**src/rtl/ebi_pkg.sv**
```systemverilog
// Shared EBI link definitions: beat widths, framing constants, opcodes and frame lengths.
// Imported by the link transceiver and by the on-chip transaction FSM.
package ebi_pkg;

  localparam int unsigned EBI_WIDTH        = 16;
  localparam int unsigned TX_PAYLOAD_BEATS = 35;
  localparam int unsigned RX_PAYLOAD_BEATS = 34;
  localparam int unsigned TX_DATA_W        = TX_PAYLOAD_BEATS * EBI_WIDTH;
  localparam int unsigned RX_DATA_W        = RX_PAYLOAD_BEATS * EBI_WIDTH;

  localparam logic [EBI_WIDTH-1:0] START = 16'hA55A;

  localparam logic [3:0] DR        = 4'd0;
  localparam logic [3:0] DW1       = 4'd1;
  localparam logic [3:0] DW2       = 4'd2;
  localparam logic [3:0] SNP_RESP1 = 4'd3;
  localparam logic [3:0] SNP_RESP2 = 4'd4;
  localparam logic [3:0] IDLE      = 4'd5;
  localparam logic [3:0] SNP_REQ   = 4'd6;
  localparam logic [3:0] RD_RESP   = 4'd7;
  localparam logic [3:0] ACK       = 4'd15;

  typedef enum logic [2:0] {
    StIdle,
    StTx,
    StTxTurn,
    StRxOp,
    StRxData
  } link_state_e;

  // Total beats in a frame (start + opcode + payload); 0 marks an illegal opcode.
  function automatic logic [5:0] beat_len(input logic [3:0] op);
    case (op)
      DR:        return 6'd6;
      DW1:       return 6'd37;
      DW2:       return 6'd5;
      SNP_RESP1: return 6'd34;
      SNP_RESP2: return 6'd2;
      SNP_REQ:   return 6'd5;
      RD_RESP:   return 6'd36;
      ACK:       return 6'd2;
      default:   return 6'd0;
    endcase
  endfunction

endpackage

```
**src/rtl/ebi_beat_len.sv**
```systemverilog
// Combinational opcode to frame-length lookup (0 = illegal opcode).
module ebi_beat_len
  import ebi_pkg::*;
(
  input  logic [3:0] opcode,
  output logic [5:0] len
);

  assign len = beat_len(opcode);

endmodule

```
**src/rtl/ebi_link_trx.sv**
```systemverilog
// EBI pin transceiver: serialises START/opcode/payload frames onto the 16-bit bus and
// captures incoming frames into a flat receive buffer. Receive wins over transmit in IDLE.
module ebi_link_trx
  import ebi_pkg::*;
(
  input  logic                 clk,
  input  logic                 rst_n,
  input  logic                 send_valid,
  output logic                 send_ready,
  input  logic [3:0]           send_opcode,
  input  logic [TX_DATA_W-1:0] send_data,
  output logic                 send_done,
  output logic                 rcv_start,
  output logic                 rcv_done,
  output logic [3:0]           rcv_opcode,
  output logic [RX_DATA_W-1:0] rcv_data,
  output logic                 rcv_err,
  input  logic [EBI_WIDTH-1:0] ebi_i,
  output logic [EBI_WIDTH-1:0] ebi_o,
  output logic [EBI_WIDTH-1:0] ebi_oen
);

  link_state_e          state_q, state_d;
  logic [5:0]           cnt_q, cnt_d;
  logic [3:0]           tx_op_q, tx_op_d;
  logic [TX_DATA_W-1:0] tx_data_q, tx_data_d;
  logic [5:0]           tx_len_q, tx_len_d;
  logic [5:0]           rx_len_q, rx_len_d;
  logic [EBI_WIDTH-1:0] ebi_o_q, ebi_o_d;
  logic [EBI_WIDTH-1:0] oen_q, oen_d;
  logic                 send_done_q, send_done_d;
  logic                 rcv_start_q, rcv_start_d;
  logic                 rcv_done_q, rcv_done_d;
  logic                 rcv_err_q, rcv_err_d;
  logic [3:0]           rcv_opcode_q, rcv_opcode_d;
  logic [RX_DATA_W-1:0] rcv_data_q, rcv_data_d;

  logic [5:0]           tx_len_new, rx_len_new;
  logic [5:0]           tx_nxt;
  logic [9:0]           tx_off, rx_off;
  logic [EBI_WIDTH-1:0] tx_word;

  ebi_beat_len u_tx_len (
    .opcode (send_opcode),
    .len    (tx_len_new)
  );

  ebi_beat_len u_rx_len (
    .opcode (ebi_i[3:0]),
    .len    (rx_len_new)
  );

  assign send_ready = (state_q == StIdle) && (ebi_i != START);

  // cnt_q is the beat currently on the bus; tx_word is the beat for the next cycle.
  always_comb begin
    tx_nxt  = cnt_q + 6'd1;
    tx_off  = (tx_nxt < 6'd2) ? 10'd0 : {tx_nxt - 6'd2, 4'b0000};
    tx_word = (tx_nxt == 6'd1) ? {12'b0, tx_op_q} : tx_data_q[tx_off +: EBI_WIDTH];
    rx_off  = {cnt_q, 4'b0000};
  end

  always_comb begin
    state_d      = state_q;
    cnt_d        = cnt_q;
    tx_op_d      = tx_op_q;
    tx_data_d    = tx_data_q;
    tx_len_d     = tx_len_q;
    rx_len_d     = rx_len_q;
    ebi_o_d      = ebi_o_q;
    oen_d        = oen_q;
    send_done_d  = 1'b0;
    rcv_start_d  = 1'b0;
    rcv_done_d   = 1'b0;
    rcv_err_d    = 1'b0;
    rcv_opcode_d = rcv_opcode_q;
    rcv_data_d   = rcv_data_q;

    case (state_q)
      StIdle: begin
        if (ebi_i == START) begin
          state_d     = StRxOp;
          cnt_d       = 6'd0;
          rcv_start_d = 1'b1;
        end else if (send_valid && (tx_len_new != 6'd0)) begin
          // Illegal opcodes still complete the handshake but never reach the bus.
          state_d   = StTx;
          cnt_d     = 6'd0;
          tx_op_d   = send_opcode;
          tx_data_d = send_data;
          tx_len_d  = tx_len_new;
          ebi_o_d   = START;
          oen_d     = '0;
        end
      end
      StTx: begin
        if (cnt_q == tx_len_q - 6'd1) begin
          state_d = StTxTurn;
          ebi_o_d = '0;
          oen_d   = '1;
        end else begin
          cnt_d       = tx_nxt;
          ebi_o_d     = tx_word;
          send_done_d = (tx_nxt == tx_len_q - 6'd1);
        end
      end
      StTxTurn: state_d = StIdle;
      StRxOp: begin
        if (rx_len_new == 6'd0) begin
          rcv_err_d = 1'b1;
          state_d   = StIdle;
        end else if (rx_len_new == 6'd2) begin
          rcv_opcode_d = ebi_i[3:0];
          rcv_done_d   = 1'b1;
          state_d      = StIdle;
        end else begin
          rcv_opcode_d = ebi_i[3:0];
          rcv_data_d   = '0;
          rx_len_d     = rx_len_new;
          state_d      = StRxData;
        end
      end
      StRxData: begin
        // A START word here is ordinary payload.
        rcv_data_d[rx_off +: EBI_WIDTH] = ebi_i;
        if (cnt_q + 6'd3 == rx_len_q) begin
          rcv_done_d = 1'b1;
          state_d    = StIdle;
        end else begin
          cnt_d = cnt_q + 6'd1;
        end
      end
      default: state_d = StIdle;
    endcase
  end

  always_ff @(posedge clk or negedge rst_n) begin
    if (!rst_n) begin
      state_q      <= StIdle;
      cnt_q        <= '0;
      tx_op_q      <= '0;
      tx_data_q    <= '0;
      tx_len_q     <= '0;
      rx_len_q     <= '0;
      ebi_o_q      <= '0;
      oen_q        <= '1;
      send_done_q  <= 1'b0;
      rcv_start_q  <= 1'b0;
      rcv_done_q   <= 1'b0;
      rcv_err_q    <= 1'b0;
      rcv_opcode_q <= '0;
      rcv_data_q   <= '0;
    end else begin
      state_q      <= state_d;
      cnt_q        <= cnt_d;
      tx_op_q      <= tx_op_d;
      tx_data_q    <= tx_data_d;
      tx_len_q     <= tx_len_d;
      rx_len_q     <= rx_len_d;
      ebi_o_q      <= ebi_o_d;
      oen_q        <= oen_d;
      send_done_q  <= send_done_d;
      rcv_start_q  <= rcv_start_d;
      rcv_done_q   <= rcv_done_d;
      rcv_err_q    <= rcv_err_d;
      rcv_opcode_q <= rcv_opcode_d;
      rcv_data_q   <= rcv_data_d;
    end
  end

  assign ebi_o      = ebi_o_q;
  assign ebi_oen    = oen_q;
  assign send_done  = send_done_q;
  assign rcv_start  = rcv_start_q;
  assign rcv_done   = rcv_done_q;
  assign rcv_err    = rcv_err_q;
  assign rcv_opcode = rcv_opcode_q;
  assign rcv_data   = rcv_data_q;

endmodule

```
**config.mk**
```make
export PLATFORM = sky130hd
export DESIGN_NAME = ebi_link_trx
export DESIGN_NICKNAME = d
export VERILOG_FILES = /design/src/rtl/ebi_pkg.sv /design/src/rtl/ebi_beat_len.sv /design/src/rtl/ebi_link_trx.sv
export SDC_FILE = /design/constraint.sdc
export NUM_CORES = 2
export LEC_CHECK = 0
export ABC_AREA = 1
export CORE_AREA = 5 5 447 449
export DETAILED_ROUTE_END_ITERATION = 16
export DIE_AREA = 0 0 452 454
export GPL_TIMING_DRIVEN = 0
export SKIP_CTS_REPAIR_TIMING = 1
export SYNTH_ARGS = -nofsm -noshare
export SYNTH_HDL_FRONTEND = slang
export SYNTH_SLANG_ARGS = --single-unit
```
**constraint.sdc**
```tcl
create_clock -name clk -period 5.3 [get_ports clk]
set_clock_uncertainty 0.2 [all_clocks]
set_input_delay 1.325 -clock clk [delete_from_list [all_inputs] [get_ports clk]]
set_output_delay 1.325 -clock clk [all_outputs]
set_load 0.02 [all_outputs]
```
==> metrics.md <==
| Metric | Value |
|---|---|
| Status | completed |
| Top Layer Used | met5 |
| Fill count | 19900 |
| Final hold violation count | 0 |
| Overall routing resource usage | 26.5% |
| Drt drc | 0 |
| Worst R2R End | ebi_o[5]$_DFFE_PN0P_ |
| Post-route design area | 70800 um^2 |
| Metal3 WL | 17100 um |
| Yosys top cell by area | dfrtp_1 |
| Top_reg_cell synth | dfrtp_1 |
| Flop-to-flop setup slack | 0.09 ns |
| Final setup viols | 0 |
| Top post-synthesis cells by count | dfrtp_1 (1149), nand2_1 (845), nand3_1 (606) |
| Routed wire length | 282000 um |
| Post-synth EDFFs | 0 |
| Syn nets | 5842 |
| # clock sinks | 1150 |
| Crit path max fanout | 11 |
| CP endpoint kind | flip-flop |
| TritonCTS clock tree | done |
| Post-layout min period | 5.21 ns |
| GRT overflow | 0 |
| Global-route wire length before repair | 380000 um |
| Post-DP Area | 65700 um^2 |
| Slowest Stage Delay on Critical Path | 0.43 ns |
| ANT nets after route | 0 |
| Post-layout nets | 7166 |
| Slowest cell on the critical path | o21ai_4 |
| R2R cell count | 18 |
| WS Path Type | flip-flop to flip-flop |
| Cts bufs inserted | 139 |
| Worst Max-Slew Pin Slew | 1.17 ns |
| LEAKAGE | 30.3 nW |
| Multi-input gate area | 18700 um^2 |
| Slew HR | 22.0% |
| Distinct cell type count after synthesis | 50 |
| Root Driver | clkbuf_16 |
| Max cap viols | 0 |
| Clock latency on the worst-skew pair | 0.80 ns |
| Max clock buf depth | 3 |
| Most common cell in the netlist | dfrtp_1 |
| Gate Count Post-Synth | 5244 |
| DPL Wire Length | 227000 um |
| H-tree depth | 4 |
| Core ar. | 196000 um^2 |
| Fraction of registers with async set/reset | 100% |
| Die W | 452 um |
| Max Slew Vio Count | 0 |
| Die Span Y | 454 um |
| Post-Syn Area | 50600 um^2 |
| Total number of vias | 46800 |
| Startpoint Class | flip-flop |
| Largest net degree at the start of global routing | 179 |
| IO Port Bufs | 1166 |
| Final cell count without fillers | 9271 |
| # IOs | 1168 |
| Vias in the first global route | 47600 |
| Highest clock rate | 192 MHz |
| Avg Inst Size Synth | 9.65 um^2 |
| Reg2Reg Launch Point | cnt_q[0]$_DFFE_PN0P_ |
| VDD IR max | 0.477 mV |
| Synth Register Bits | 1150 |
| Initial DRC count | 3627 |
| Drt via density | 5.05 |
| Drt first pass iters | 6 |
| PD cells | 634 nW/um^2 |
| Die area | 205000 um^2 |
| Routed met2 length | 148000 um |
| Total power | 44.9 mW |
| Register area | 28800 um^2 |
| Initial core utilization | 25.9% |
| Synth Warn # | 0 |
| Critical path required time | 5.83 ns |
| CP Cell Sequence | buf_6 > inv_4 > clkbuf_4 > buf_6 > ha_4 > clkinvlp_4 > buf_6 > clkbuf_4 > ha_1 > nor2_4 > buf_2 > clkbuf_4 > a21oi_1 > o21ai_4 > nand3_1 > nand2_1 > nand2_1 > nand2_1 |
| Share of post-route cells with drive strength above 1 | 13.9% |
| Crit path DAT | 5.73 ns |
| Area growth syn-to-layout | 39.8% |
| Row cnt | 163 |
| Period utilisation layout | 98.2% |
| DP Cell Count | 8977 |
| Wl on met1 | 98200 um |
| GPL Wtd Cong | 0.941 |
| Initial antenna violation count | 62 |
| Synth area leaders | dfrtp_1 (57%), mux2_2 (8.4%), nand2_1 (6.3%) |
| Clock slew at reported path FFs | 0.06 ns |
| Sequential area share after synthesis | 56.9% |
| Top-area cell type share of the netlist area | 56.8% |
| Hold crit path type | input pin to asynchronous set/reset pin |
| Post-Route Setup TNS | 0 ns |
| Routed len/inst | 30.4 um |
worst max-delay path, delay by kind of cell (launching register included):
| family | cells | cell delay [ns] |
|---|---|---|
| AOI/OAI and AO/OA | 2 | 0.56 |
| adders and majority gates | 2 | 0.66 |
| buffers and inverters | 9 | 2.38 |
| DFF | 1 | 0.42 |
| and+or+nand+nor | 5 | 0.86 |
worst max path at each step:
stage,startpoint,cells past startpoint,endpoint,slack (ns)
4_1_cts,cnt_q[0]$_DFFE_PN0P_,20,ebi_o[12]$_DFFE_PN0P_,-2.87
2_1_floorplan,cnt_q[0]$_DFFE_PN0P_,18,ebi_o[11]$_DFFE_PN0P_,1.28
3_3_place_gp,rst_n,1,rcv_data[427]$_DFFE_PN0P_,-51.26
6_report,cnt_q[0]$_DFFE_PN0P_,18,ebi_o[5]$_DFFE_PN0P_,0.09
3_5_place_dp,cnt_q[0]$_DFFE_PN0P_,20,ebi_o[12]$_DFFE_PN0P_,-2.83
5_1_grt,cnt_q[0]$_DFFE_PN0P_,20,ebi_o[9]$_DFFE_PN0P_,-0.0003
cell type report:
type / instances / area share, %
Clock inverter: 39 / 0.769
Sequential cell: 1150 / 40.7
Buffer: 377 / 2.56
Timing Repair Buffer: 1184 / 16.9
Inverter: 401 / 2.15
Antenna cell: 39 / 0.138
Clock buffer: 209 / 5.88
Multi-Input combinational cell: 3315 / 26.4
Tap cell: 2557 / 4.52
registers in the layout (all words and copies together), names as in the netlist, 3 cells and up:
name / flops
ebi_o: 16
cnt_q: 6
tx_data_q: 560
state_q: 3
tx_len_q: 4
rcv_opcode: 4
tx_op_q: 4
rx_len_q: 4
rcv_data: 544
logic make-up after synthesis:
family | after synthesis | synth area share (%)
AOI/OAI and AO/OA | 1043 | 11.8
xor gates and xnor gates | 12 | 0.223
adders and majority gates | 15 | 0.371
buffers and inverters | 779 | 6.44
DFF | 1150 | 56.9
muxes | 376 | 8.37
and+or+nand+nor | 1869 | 16.0
metal layers:
layer,vias up,GRT usage (%)
met2,2173,48.6
met5,-,0
met1,23500,27.9
met3,591,5.38
li1,20500,-
met4,28,16.3
where the power goes:
part	leakage [nW]	internal (mW)	switching, mW
combinational	13.5	6.76	15.2
clock	2.30	5.95	4.01
sequential	14.6	11.5	1.46
placed cells by master, fill, tap and decap left out, types with 37 or more instances in the layout:
cell / instances
nor2_1: 316
o31ai_1: 84
dfrtp_1: 1149
o21ai_1: 59
o21ai_0: 390
diode_2: 39
buf_4: 37
o22ai_1: 136
buf_2: 177
clkbuf_16: 144
mux2_2: 376
clkdlybuf4s50_1: 1156
nor3_1: 51
inv_1: 370
nand3_1: 600
a21oi_1: 244
o211ai_1: 87
nand2_1: 844
clkbuf_1: 157
through the flow:
stage / util [%] / setup WS [ns] / hold slack, ns
after global routing: 36.1 / -0.000291 / 0.279
after CTS: 36.0 / -2.87 / 0.256
after floorplan: - / 1.28 / 0.248
after global placement: 33.4 / -51.26 / 0.267
final: 36.1 / 0.0940 / 0.269
after detailed placement: 33.6 / -2.83 / 0.270
Note: power is estimated with default switching activity, not from simulation.
